File: config.mk
export PLATFORM = sky130hd
export DESIGN_NAME = cos_arbiter
export DESIGN_NICKNAME = d
export VERILOG_FILES = /design/src/rtl/cos_arbiter.sv
export SDC_FILE = /design/constraint.sdc
export NUM_CORES = 1
export LEC_CHECK = 0
export ABC_AREA = 1
export CAP_MARGIN = 20
export CORE_MARGIN = 2
export CORE_UTILIZATION = 40
export CTS_CLUSTER_SIZE = 25
export DETAILED_ROUTE_END_ITERATION = 8
export GPL_TIMING_DRIVEN = 0
export PLACE_DENSITY = 0.87
export SLEW_MARGIN = 25
export SYNTH_ARGS = -nofsm -noshare
export SYNTH_HDL_FRONTEND = slang
export SYNTH_SLANG_ARGS = --single-unit
File: constraint.sdc
create_clock -name clk -period 2.1 [get_ports clk]
set_input_delay 0.42 -clock clk [delete_from_list [all_inputs] [get_ports clk]]
set_output_delay 0.42 -clock clk [all_outputs]
set_load 0.01 [all_outputs]
File: src/rtl/cos_arbiter.sv
// rtl/cos_arbiter.sv - round-robin arbiter sharing one multi-cycle cos engine
module cos_arbiter #(
  parameter int NUM_REQ = 4,
  parameter int TIMEOUT = 15
) (
  input  logic                   clk,
  input  logic                   reset,
  input  logic                   clk_en,
  input  logic [NUM_REQ-1:0]     req,
  input  logic [32*NUM_REQ-1:0]  theta_in,
  output logic [NUM_REQ-1:0]     grant,
  output logic [NUM_REQ-1:0]     resp_valid,
  output logic                   resp_err,
  output logic [31:0]            resp_data,
  output logic                   busy,
  output logic                   cos_start,
  output logic [31:0]            cos_theta,
  input  logic                   cos_done,
  input  logic [31:0]            cos_result
);

  localparam int IW = $clog2(NUM_REQ);
  localparam int TW = $clog2(TIMEOUT + 1);
  localparam logic [31:0] QNAN = 32'h7FC00000;

  typedef enum logic [1:0] {
    S_IDLE,
    S_ISSUE,
    S_WAIT,
    S_RESP
  } state_t;

  state_t            state_q, state_d;
  logic [IW-1:0]     owner_q, owner_d;
  logic [IW-1:0]     last_q, last_d;
  logic [TW-1:0]     tcnt_q, tcnt_d;
  logic [31:0]       theta_q, theta_d;
  logic [31:0]       rdata_q, rdata_d;
  logic              rerr_q, rerr_d;

  logic [IW-1:0]     winner;
  logic              found;
  logic [IW-1:0]     idx;
  logic [NUM_REQ-1:0] owner_onehot;

  // Rotating priority scan: first pending requester after the last one served
  always_comb begin
    winner = '0;
    found  = 1'b0;
    idx    = '0;
    for (int i = 1; i <= NUM_REQ; i++) begin
      idx = IW'((int'(last_q) + i) % NUM_REQ);
      if (!found && req[idx]) begin
        found  = 1'b1;
        winner = idx;
      end
    end
  end

  // Next-state and datapath update for the ISSUE/WAIT/RESP handshake
  always_comb begin
    state_d = state_q;
    owner_d = owner_q;
    last_d  = last_q;
    tcnt_d  = tcnt_q;
    theta_d = theta_q;
    rdata_d = rdata_q;
    rerr_d  = rerr_q;
    case (state_q)
      S_IDLE: begin
        if (clk_en && (|req)) begin
          owner_d = winner;
          theta_d = theta_in[32*winner +: 32];
          state_d = S_ISSUE;
        end
      end
      S_ISSUE: begin
        tcnt_d  = '0;
        // Engine clock was gated during the start pulse, so nothing was issued
        state_d = clk_en ? S_WAIT : S_IDLE;
      end
      S_WAIT: begin
        tcnt_d = tcnt_q + TW'(1);
        // A dropped clk_en wins over a coincident done; done wins over timeout
        if (!clk_en) begin
          rdata_d = QNAN;
          rerr_d  = 1'b1;
          last_d  = owner_q;
          state_d = S_RESP;
        end else if (cos_done) begin
          rdata_d = cos_result;
          rerr_d  = 1'b0;
          last_d  = owner_q;
          state_d = S_RESP;
        end else if (tcnt_q == TW'(TIMEOUT - 1)) begin
          rdata_d = QNAN;
          rerr_d  = 1'b1;
          last_d  = owner_q;
          state_d = S_RESP;
        end
      end
      S_RESP: begin
        state_d = S_IDLE;
      end
      default: begin
        state_d = S_IDLE;
      end
    endcase
  end

  // State and datapath registers; reset gives requester 0 first priority
  always_ff @(posedge clk) begin
    if (reset) begin
      state_q <= S_IDLE;
      owner_q <= '0;
      last_q  <= IW'(NUM_REQ - 1);
      tcnt_q  <= '0;
      theta_q <= '0;
      rdata_q <= '0;
      rerr_q  <= 1'b0;
    end else begin
      state_q <= state_d;
      owner_q <= owner_d;
      last_q  <= last_d;
      tcnt_q  <= tcnt_d;
      theta_q <= theta_d;
      rdata_q <= rdata_d;
      rerr_q  <= rerr_d;
    end
  end

  // Outputs are decoded from state and registered owner only
  always_comb begin
    owner_onehot = {{(NUM_REQ-1){1'b0}}, 1'b1} << owner_q;
    grant        = (state_q != S_IDLE) ? owner_onehot : '0;
    resp_valid   = (state_q == S_RESP) ? owner_onehot : '0;
    busy         = (state_q != S_IDLE);
    cos_start    = (state_q == S_ISSUE);
    cos_theta    = theta_q;
    resp_data    = rdata_q;
    resp_err     = rerr_q;
  end

endmodule
==> metrics.txt <==
# TYPE chip_impl_metric gauge
chip_impl_info{name="run_status",value="completed"} 1
chip_impl_metric{name="vdd.ir_drop.worst",unit="mV"} 0.568
chip_impl_metric{name="power_density",unit="mW/mm2"} 1010
chip_impl_info{name="rsz_0062_raised_after_global_routing",value="true"} 1
chip_impl_metric{name="clkSlewWorstSetupHoldPaths",unit="ps"} 70
chip_impl_metric{name="final_hold_viol_count",unit=""} 0
chip_impl_metric{name="core-area",unit="mm2"} 0.0109
chip_impl_metric{name="postRouteAntennaNets",unit=""} 0
chip_impl_info{name="crit_path_top_delay_cell",value="sky130_fd_sc_hd__dfxtp_4"} 1
chip_impl_metric{name="via_count",unit=""} 5537
chip_impl_metric{name="cts_buffers",unit=""} 9
chip_impl_metric{name="final_net_count",unit=""} 1131
chip_impl_info{name="critical_path.startpoint_type",value="flip-flop"} 1
chip_impl_metric{name="fill_cells",unit=""} 927
chip_impl_metric{name="cts_max_path_buffers",unit=""} 2
chip_impl_metric{name="avgSynthCellArea",unit="um2"} 6.49
chip_impl_metric{name="starting_density_of_the_core",unit="%"} 41.5
chip_impl_metric{name="actual_slew_at_the_worst_max_slew_pin",unit="ps"} 541
chip_impl_metric{name="syn_nets",unit=""} 873
chip_impl_metric{name="layout_worst_path_cycle_share",unit="%"} 95.7
chip_impl_metric{name="worst_clock_skew",unit="ps"} 8.22
chip_impl_metric{name="synth_seq_area_share",unit="%"} 33.1
chip_impl_metric{name="antennaDiodeCount",unit=""} 0
chip_impl_metric{name="dr.first_iter.drc_count",unit=""} 284
chip_impl_info{name="tritoncts",value="built"} 1
chip_impl_metric{name="timing.fmax",unit="GHz"} 0.497
chip_impl_metric{name="seq_area",unit="mm2"} 0.00151
chip_impl_metric{name="route.detailed.drc",unit=""} 0
chip_impl_metric{name="global_route.usage.total",unit="%"} 26.7
chip_impl_metric{name="floorplan.die_area",unit="mm2"} 0.0122
chip_impl_metric{name="cp.required",unit="ps"} 2330
chip_impl_metric{name="routedWlPerCell",unit="um"} 15.4
chip_impl_metric{name="synthDistinctLibCells",unit=""} 34
chip_impl_metric{name="clkSinkCount",unit=""} 75
chip_impl_metric{name="proportion_of_netlist_area_held_by_the_largest_area_contributor",unit="%"} 33.1
chip_impl_metric{name="grt_first_pass_wirelength",unit="um"} 26600
chip_impl_metric{name="final_util",unit="%"} 69.8
chip_impl_info{name="clk_root_buffer_cell",value="sky130_fd_sc_hd__clkbuf_16"} 1
chip_impl_metric{name="slew_viol_final",unit=""} 0
chip_impl_metric{name="syn_to_final_growth",unit="%"} 68.4
chip_impl_metric{name="slew_headroom",unit="%"} 64.0
chip_impl_metric{name="fin_hold_ws",unit="ps"} 460
chip_impl_metric{name="syn_area",unit="mm2"} 0.00453
chip_impl_metric{name="dp.final_hpwl",unit="um"} 12900
chip_impl_metric{name="cts-htree-levels",unit=""} 3
chip_impl_info{name="synth_largest_area_cell",value="sky130_fd_sc_hd__dfxtp_1"} 1
chip_impl_metric{name="peak_fanout_along_the_critical_path",unit=""} 10
chip_impl_metric{name="floorplan.rows",unit=""} 38
chip_impl_metric{name="worst_skew_pair.late_latency",unit="ps"} 330
chip_impl_metric{name="io_pins",unit=""} 243
chip_impl_metric{name="critPathBufInv",unit=""} 4
chip_impl_metric{name="layout-drive-gt1-share",unit="%"} 11.3
chip_impl_metric{name="grt_antenna_before_repair",unit=""} 0
chip_impl_metric{name="crit_path_max_incr_delay",unit="ps"} 360
chip_impl_metric{name="drt_first_pass_iters",unit=""} 4
chip_impl_metric{name="die_width",unit="um"} 110
chip_impl_metric{name="drt-total-wl",unit="um"} 16900
chip_impl_metric{name="setup-violations-final",unit=""} 0
chip_impl_metric{name="multi_input_comb_area",unit="mm2"} 0.00264
chip_impl_metric{name="port_buffers",unit=""} 241
chip_impl_metric{name="die_height",unit="um"} 110
chip_impl_info{name="worst_hold_path_type",value="reg -> reg"} 1
chip_impl_info{name="path_class",value="reg -> reg"} 1
chip_impl_metric{name="pin_count_of_the_biggest_net_entering_global_routing",unit=""} 15
chip_impl_metric{name="power_leakage",unit="nW"} 3.44
chip_impl_metric{name="yosys_warnings",unit=""} 0
chip_impl_metric{name="syn_inst",unit=""} 699
chip_impl_metric{name="number_of_flip_flops_and_latches_in_the_synthesized_netlist",unit=""} 75
chip_impl_metric{name="timing.max_cap.violations",unit=""} 0
chip_impl_info{name="critPathTopFamily",value="simple AND/OR/NAND/NOR gates"} 1
chip_impl_metric{name="worstPathArrival",unit="ps"} 2240
chip_impl_metric{name="placer_congestion_estimate",unit=""} 0.920
chip_impl_metric{name="globalRouteOverflowTotal",unit=""} 0
chip_impl_info{name="cp_cell_sequence",value="inv_2, nand2_2, nand2_4, nand3_1, o21ai_2, nand4_2, buf_6, clkbuf_4, nand3_1, nand2_1, nand2_1, nand3_1, nand2_1, inv_1"} 1
chip_impl_metric{name="grt_pass1_vias",unit=""} 5520
chip_impl_metric{name="vias_per_cell",unit=""} 5.02
chip_impl_info{name="worst_setup_path_end_kind",value="flip-flop"} 1
chip_impl_metric{name="holdBufCountCts",unit=""} 0
chip_impl_metric{name="period_minus_slack",unit="ps"} 2010
chip_impl_info{name="synth.top_cells.by_area",value="sky130_fd_sc_hd__dfxtp_1 (33%), sky130_fd_sc_hd__nand2_1 (19%), sky130_fd_sc_hd__nand3_1 (10%)"} 1
## cells in the mapped netlist (all sizes together)
cell type,number
nand2,240
nand3,93
dfxtp,75
inv,57
nor3,43
a21oi,37
nor2,36
buf,28
o21ai,18
clkbuf,17
o21a,17
nand3b,16
ha,6
nand4,4
a211oi,2
and3,2
o211ai,2
a221oi,1
a22oi,1
clkinv,1
o21bai,1
o22ai,1
or2,1
## cell families after synthesis
kind of cell             Yosys count  share of synthesized area (%)
AND/OR/NAND/NOR                  435                           44.5
adder cells (fa/ha/maj)            6                           1.66
flip-flops                        75                           33.1
AO/OA/AOI/OAI                     80                           10.3
buffers and inverters            103                           10.5
## per-stage QoR
| step | setup TNS [ps] | setup WS (ps) | total power, mW | cell area, um2 | instances |
|---|---|---|---|---|---|
| 6_report | 0 | 89.4 | 7.72 | 7630 | 1102 |
| 4_1_cts | 0 | 8.21 | 7.49 | 7430 | 1096 |
| 3_3_place_gp | -18040 | -571 | 5.83 | 7120 | 1080 |
| 3_5_place_dp | -19050 | -574 | 5.90 | 7120 | 1080 |
| 2_1_floorplan | 0 | 330 | 4.32 | 4530 | 699 |
| 5_1_grt | -220 | -46.1 | 8.27 | 7630 | 1102 |
## final cells by class
type	count	share of cell area, %
buffer	45	4.18
clock buffer	10	3.00
clock inverter	6	0.951
inverter	58	2.88
multi-input combinational	521	34.6
sequential	75	19.8
tap	140	2.29
timing repair buffer	247	32.3
## power breakdown
group          leakage (nW)  switching [mW]  total [mW]  internal [mW]
Clock                 0.144           0.640        1.57          0.934
Sequential            0.614           0.177        1.89           1.71
Combinational          2.68            2.36        4.26           1.90
Total                  3.44            3.17        7.72           4.54
## sequential cells by signal, indices dropped and copies added, names as in the netlist, named ones only
register   flops
tcnt_q         4
state_q        1
resp_data     32
cos_theta     32
owner_q        2
last_q         2
resp_err       1
## placed cells by master, fill, tap and decap left out, types with 6 or more instances in the layout
cell type / n
sky130_fd_sc_hd__clkdlybuf4s50_1: 228
sky130_fd_sc_hd__nand2_1: 225
sky130_fd_sc_hd__nand3_1: 91
sky130_fd_sc_hd__dfxtp_1: 72
sky130_fd_sc_hd__inv_1: 52
sky130_fd_sc_hd__a21oi_1: 37
sky130_fd_sc_hd__nor3_1: 29
sky130_fd_sc_hd__nor2_1: 24
sky130_fd_sc_hd__o21a_1: 17
sky130_fd_sc_hd__o21ai_0: 17
sky130_fd_sc_hd__nand3b_1: 16
sky130_fd_sc_hd__nor3_2: 14
sky130_fd_sc_hd__clkbuf_1: 13
sky130_fd_sc_hd__buf_4: 12
sky130_fd_sc_hd__buf_6: 11
sky130_fd_sc_hd__nand2_2: 10
sky130_fd_sc_hd__clkbuf_16: 9
sky130_fd_sc_hd__buf_2: 8
sky130_fd_sc_hd__nor2_2: 8
sky130_fd_sc_hd__dlymetal6s2s_1: 7
sky130_fd_sc_hd__ha_1: 6
sky130_fd_sc_hd__dlygate4sd2_1: 6
## what timing repair did
item                                    CTS  global route
setup buffers                             0             5
resized for setup                        15            61
gates cloned                              0             1
endpoints found under the setup margin   33            57
pin swaps                                 0            16
## worst paths after layout
| path | from | to | slack, ps | depth (start not counted) |
|---|---|---|---|---|
| setup / recovery | last_q[0] | cos_theta[14] | 90 | 14 |
| hold / removal | resp_data[14] | resp_data[14] | 460 | 2 |
| setup reg to reg | last_q[0] | cos_theta[14] | 90 | 14 |
| hold reg to reg | resp_data[14] | resp_data[14] | 460 | 2 |
## tightest hold or removal path, delay by kind of cell, from the launching register on
kind / cells / cell delay, ps
DFF: 1 / 310
and+or+nand+nor: 1 / 60
AOI/OAI and AO/OA: 1 / 50
## metal layers
| metal | wire length (um) | track usage, % |
|---|---|---|
| met1 | 6820 | 30.2 |
| met2 | 8290 | 46.3 |
| met3 | 1400 | 8.51 |
| met4 | 411 | 10.9 |
| met5 | 0 | 0 |
No activity file was read; power rests on OpenSTA's default activity.
